File: src/rtl/mips_load_store_unit.sv
// Load/store unit between the MIPS memory stage and the word-wide data memory.
// Handles big-endian lane selection, sign/zero extension, sub-word RMW and alignment errors.
module mips_load_store_unit (
  input  logic        clk,
  input  logic        rst_n,
  input  logic        req_valid,
  output logic        req_ready,
  input  logic [3:0]  req_op,
  input  logic [31:0] req_addr,
  input  logic [31:0] req_wdata,
  output logic        resp_valid,
  output logic [31:0] resp_rdata,
  output logic        resp_err,
  output logic [31:0] mem_address,
  output logic [31:0] write_data,
  output logic        sig_mem_read,
  output logic        sig_mem_write,
  input  logic [31:0] read_data
);

  typedef enum logic [2:0] {
    S_IDLE  = 3'd0,
    S_LOAD  = 3'd1,
    S_ST_RD = 3'd2,
    S_ST_WR = 3'd3,
    S_RESP  = 3'd4
  } state_t;

  state_t      state, state_nxt;
  logic [3:0]  op_q;
  logic [31:0] addr_q, wdata_q;

  logic        req_fire;
  logic        op_legal, op_aligned;
  logic [31:0] mem_address_nxt, write_data_nxt, resp_rdata_nxt;
  logic        sig_mem_read_nxt, sig_mem_write_nxt, resp_err_nxt;

  // Big-endian lane select plus extension; op[2] set means zero-extend.
  function automatic logic [31:0] load_extend(input logic [2:0]  op,
                                              input logic [1:0]  off,
                                              input logic [31:0] word);
    logic [7:0]  b;
    logic [15:0] h;
    logic [31:0] r;
    unique case (off)
      2'd0:    b = word[31:24];
      2'd1:    b = word[23:16];
      2'd2:    b = word[15:8];
      default: b = word[7:0];
    endcase
    h = off[1] ? word[15:0] : word[31:16];
    unique case (op[1:0])
      2'b00:   r = {{24{b[7] & ~op[2]}}, b};
      2'b01:   r = {{16{h[15] & ~op[2]}}, h};
      default: r = word;
    endcase
    return r;
  endfunction

  // Replace only the addressed lane of the word read back from memory.
  function automatic logic [31:0] store_merge(input logic [1:0]  size,
                                              input logic [1:0]  off,
                                              input logic [31:0] old,
                                              input logic [31:0] wd);
    logic [31:0] r;
    r = old;
    unique case (size)
      2'b00: begin
        unique case (off)
          2'd0:    r[31:24] = wd[7:0];
          2'd1:    r[23:16] = wd[7:0];
          2'd2:    r[15:8]  = wd[7:0];
          default: r[7:0]   = wd[7:0];
        endcase
      end
      2'b01: begin
        if (off[1]) r[15:0]  = wd[15:0];
        else        r[31:16] = wd[15:0];
      end
      default: r = wd;
    endcase
    return r;
  endfunction

  assign req_ready  = (state == S_IDLE);
  assign resp_valid = (state == S_RESP);
  assign req_fire   = req_valid && req_ready;

  always_comb begin
    op_legal   = 1'b0;
    op_aligned = 1'b0;
    unique case (req_op[2:0])
      3'b000, 3'b001, 3'b011, 3'b100, 3'b101: op_legal = 1'b1;
      default:                                op_legal = 1'b0;
    endcase
    unique case (req_op[1:0])
      2'b00:   op_aligned = 1'b1;
      2'b01:   op_aligned = ~req_addr[0];
      2'b11:   op_aligned = (req_addr[1:0] == 2'b00);
      default: op_aligned = 1'b0;
    endcase
  end

  // Memory-side outputs are computed for the next state and registered.
  always_comb begin
    // NOTE: every output of this block gets a default first so no path can infer a latch.
    state_nxt         = state;
    mem_address_nxt   = 32'd0;
    write_data_nxt    = 32'd0;
    sig_mem_read_nxt  = 1'b0;
    sig_mem_write_nxt = 1'b0;
    resp_rdata_nxt    = resp_rdata;
    resp_err_nxt      = resp_err;
    unique case (state)
      S_IDLE: begin
        if (req_fire) begin
          if (!(op_legal && op_aligned)) begin
            state_nxt      = S_RESP;
            resp_err_nxt   = 1'b1;
            resp_rdata_nxt = 32'd0;
          end else if (!req_op[3]) begin
            state_nxt        = S_LOAD;
            sig_mem_read_nxt = 1'b1;
            mem_address_nxt  = {2'b00, req_addr[31:2]};
          end else if (req_op[1:0] == 2'b11) begin
            state_nxt         = S_ST_WR;
            sig_mem_write_nxt = 1'b1;
            mem_address_nxt   = {2'b00, req_addr[31:2]};
            write_data_nxt    = req_wdata;
          end else begin
            state_nxt        = S_ST_RD;
            sig_mem_read_nxt = 1'b1;
            mem_address_nxt  = {2'b00, req_addr[31:2]};
          end
        end
      end
      S_LOAD: begin
        state_nxt      = S_RESP;
        resp_rdata_nxt = load_extend(op_q[2:0], addr_q[1:0], read_data);
        resp_err_nxt   = 1'b0;
      end
      S_ST_RD: begin
        state_nxt         = S_ST_WR;
        sig_mem_write_nxt = 1'b1;
        mem_address_nxt   = {2'b00, addr_q[31:2]};
        write_data_nxt    = store_merge(op_q[1:0], addr_q[1:0], read_data, wdata_q);
      end
      S_ST_WR: begin
        state_nxt      = S_RESP;
        resp_rdata_nxt = 32'd0;
        resp_err_nxt   = 1'b0;
      end
      S_RESP:  state_nxt = S_IDLE;
      default: state_nxt = S_IDLE;
    endcase
  end

  always_ff @(posedge clk or negedge rst_n) begin
    // NOTE: sequential state uses non-blocking assignments so all flops update from pre-edge values.
    if (!rst_n) begin
      state         <= S_IDLE;
      op_q          <= 4'd0;
      addr_q        <= 32'd0;
      wdata_q       <= 32'd0;
      mem_address   <= 32'd0;
      write_data    <= 32'd0;
      sig_mem_read  <= 1'b0;
      sig_mem_write <= 1'b0;
      resp_rdata    <= 32'd0;
      resp_err      <= 1'b0;
    end else begin
      state         <= state_nxt;
      mem_address   <= mem_address_nxt;
      write_data    <= write_data_nxt;
      sig_mem_read  <= sig_mem_read_nxt;
      sig_mem_write <= sig_mem_write_nxt;
      resp_rdata    <= resp_rdata_nxt;
      resp_err      <= resp_err_nxt;
      if (req_fire) begin
        op_q    <= req_op;
        addr_q  <= req_addr;
        wdata_q <= req_wdata;
      end
    end
  end

endmodule

File: config.mk
export PLATFORM = sky130hd
export DESIGN_NAME = mips_load_store_unit
export DESIGN_NICKNAME = d
export VERILOG_FILES = /design/src/rtl/mips_load_store_unit.sv
export SDC_FILE = /design/constraint.sdc
export NUM_CORES = 1
export LEC_CHECK = 0
export BUFFER_PORTS_ARGS = -buffer_cell sky130_fd_sc_hd__buf_2
export CORE_MARGIN = 2
export CORE_UTILIZATION = 57
export CTS_CLUSTER_SIZE = 10
export DETAILED_ROUTE_END_ITERATION = 7
export PLACE_DENSITY_LB_ADDON = 0.25
export SYNTH_ARGS = -nofsm -noshare
export SYNTH_HDL_FRONTEND = slang
export SYNTH_SLANG_ARGS = --single-unit
File: constraint.sdc
create_clock -name clk -period 2.8 [get_ports clk]
set_input_delay 0.28 -clock clk [delete_from_list [all_inputs] [get_ports clk]]
set_output_delay 0.28 -clock clk [all_outputs]
set_load 0.05 [all_outputs]
==> impl_results.md <==
* Status: completed
* Worst clock skew at 0.01528 ns
* Post-synthesis cell count at 764
* YS warnings at 0
* Post-detail-place hpwl at 14.28 mm
* Residual DRC at 0
* IO Port Bufs at 201
* CTS H-Tree Depth at 4
* Netlist Area Pre-Place at 0.007609 mm2
* Max Cap Violations at 0
* Total Wirelength at 20.74 mm
* Yosys cell types at 49
* DRT antenna net count at 0
* Max FO, Critical Path at 18
* R2R cell count at 5
* WHS Path Cells at 3
* Clk root buf: clkbuf_16
* Seq/Total Area, Yosys at 0.5493
* Critical path buffer and inverter count at 1
* CP Depth at 5
* Hold crit path type: primary input to flop
* Normalized max-slew margin at 0.2956
* Drt pass-1 iters at 7
* Crit path arrival time at 2.42 ns
* Clk buf depth at 2
* Clock latency on the worst-skew pair at 0.43 ns
* Critical Path End Type: flop
* Number of antenna violations at the first check in global routing at 3
* Routed wire length per instance at 18.33 um
* Worst r2r src: addr_q[1]
* Clk sinks at 167
* Total grt overflow at 0
* Worst setup SP type: flop
* CP endpoint: write_data[31]
* Finish-stage setup viols at 0
* Cells after DPL at 1099
* RSZ-0062 raised after global routing: false
* # rows at 42
* Final TNS setup at 0 ns
* Layout cells sized above 1 at 0.3005
* Dpl cell area at 0.008735 mm2
* Dominant cells by area after synthesis: dfrtp_1, nand2_1, mux2_2, a32oi_1, nor2_1
* Worst setup path start: addr_q[1]
* Die X at 119.5 um
* Final Wtd Congestion at 0.9103
* Synth area leader: dfrtp_1
* Tmin final at 2.142 ns
* Critical hold path startpoint: req_addr[18]
* Fmax at 466.9 MHz
* CTS tree: built
* Fin crit share at 0.7650
* Cell area power density at 1240 mW/mm2
* Clock-pin slew on the worst setup and hold paths at 0.06 ns
* Design area at 0.009298 mm2
* Worst-margin pin slew at 1.053 ns
* Final net count at 1046
* Max incr delay on CP at 0.58 ns
* Post-Syn Area per Cell at 9.959 um2
* Crit Path Class: flop to flop
* Critical-path cell list: buf_4, nor2_2, mux2_2, a222oi_1, o22ai_1
* Hold Violations, Final at 0
* Commonest non-fill, non-tap cell in the layout: nand2_1
* Worst vdd ir at 0.6676 mV
* First-pass GRT wire length at 33.16 mm
* Most frequent cells in the layout: nand2_1, buf_2, dfrtp_1
* Slew Viols, Final at 0
* Die Y-Extent at 119.5 um
* Via count at 6727
* Core box area at 0.01314 mm2
* Post-CTS Setup Bufs at 0
* Worst EP required at 3.08 ns
* Finished Layout Cells at 1132
* RR Endpoint: write_data[31]
* Top delay family on crit path: flip-flops
* Flop2flop setup slack at 0.66 ns
* Total clock buffers created by CTS at 17
* Ports at 204
* Die ar. at 0.01429 mm2
* Post-synth top area share at 0.5493
* Vias/cell at 5.943
* Starting DRT DRC Count at 532
* Vias in the first global route at 6304
* Static leakage at 4.792 nW
* Gr usage total at 0.2983
* Seq cells post-synth at 167
* Largest net degree at the start of global routing at 60
* Layout fillers at 1030
* Initial Utilization at 0.5791
* Synth-to-layout area growth at 22.20%
* CP max-delay cell: dfrtp_1
worst reg2reg max path: stages (launching register included):
cell and delay [ns]:
dfrtp_1 0.58, buf_4 0.30, nor2_2 0.34, mux2_2 0.39, a222oi_1 0.27, o22ai_1 0.13
report_power, final:
part	total (mW)	switching, mW	internal, mW
clock network	2.20	0.921	1.28
registers	3.97	0.687	3.29
logic	5.36	3.68	1.68
total	11.5	5.29	6.24
cell usage after synthesis (all sizes together):
cell type,n
nand2,208
dfrtp,167
nor2,50
buf,32
a32oi,30
o21ai,30
clkbuf,29
o22ai,28
mux2,25
o2bb2ai,17
a221o,16
mux2i,16
a21oi,13
inv,12
nor2b,10
or3,9
o211ai,8
o21a,8
a222oi,7
nand2b,7
and2,6
o221ai,5
a22oi,3
nor3b,3
or2,3
or3b,3
a21o,2
a221oi,2
a31oi,2
a32o,2
nand3b,2
o31a,2
a2111oi,1
and3,1
conb,1
nand3,1
nor3,1
o21bai,1
o31ai,1
worst min-delay path by stage:
stage | slack, ns | endpoint
floorplan | -0.02 | addr_q[0]
global placement | 0.24 | resp_rdata[7]
detailed placement | 0.24 | resp_rdata[7]
CTS | 0.05 | addr_q[18]
global route | 0.05 | addr_q[10]
finish | 0.06 | addr_q[18]
per-layer routing:
metal | part of all wire | global-route usage | vias to the layer above
li1 | - | - | 3053
met1 | 0.42 | 0.4045 | 3308
met2 | 0.47 | 0.4675 | 324
met3 | 0.093 | 0.08650 | 38
met4 | 0.019 | 0.09559 | 4
met5 | 0.0014 | 0 | -
through the flow:
stage	utilization	total power, mW	hold WS [ns]	setup slack, ns
final	0.7077	11.53	0.05591	0.6581
after CTS	0.7075	11.53	0.04610	0.6561
after detailed placement	0.6649	9.306	0.2448	0.6982
after global placement	0.6649	9.233	0.2438	0.8028
after global routing	0.7075	12.21	0.05332	0.5519
after floorplan	-	7.942	-0.01559	0.5549
area by class of cell:
cell class | instances | area (um2) | area share
antenna | 1 | 2.502 | 0.0002691
clock buffer | 22 | 474.2 | 0.05100
clock inverter | 9 | 76.32 | 0.008209
inverter | 12 | 45.04 | 0.004845
multi-input combinational | 525 | 3105 | 0.3340
sequential | 167 | 4179 | 0.4495
tap | 176 | 220.2 | 0.02368
timing repair buffer | 220 | 1195 | 0.1285
cells by family after synthesis:
| family | after synthesis | share of synthesized area |
|---|---|---|
| AND/OR/NAND/NOR | 304 | 0.1697 |
| AO/OA/AOI/OAI | 178 | 0.1784 |
| flip-flops | 167 | 0.5493 |
| buffers and inverters | 73 | 0.04407 |
| multiplexers | 41 | 0.05805 |
| other | 1 | 0.0004929 |
flip-flops by register name, indices dropped and copies added, names as in the netlist:
| name | cells |
|---|---|
| addr_q | 32 |
| mem_address | 30 |
| op_q | 3 |
| resp_err | 1 |
| resp_rdata | 32 |
| sig_mem_read | 1 |
| sig_mem_write | 1 |
| state | 3 |
| wdata_q | 32 |
| write_data | 32 |
repair_timing:
item                                   in CTS  in global routing
resized for setup                           0                  0
hold buffers                                1                  0
endpoints found under the hold margin      46                  0
No activity file was read; power rests on OpenSTA's default activity.
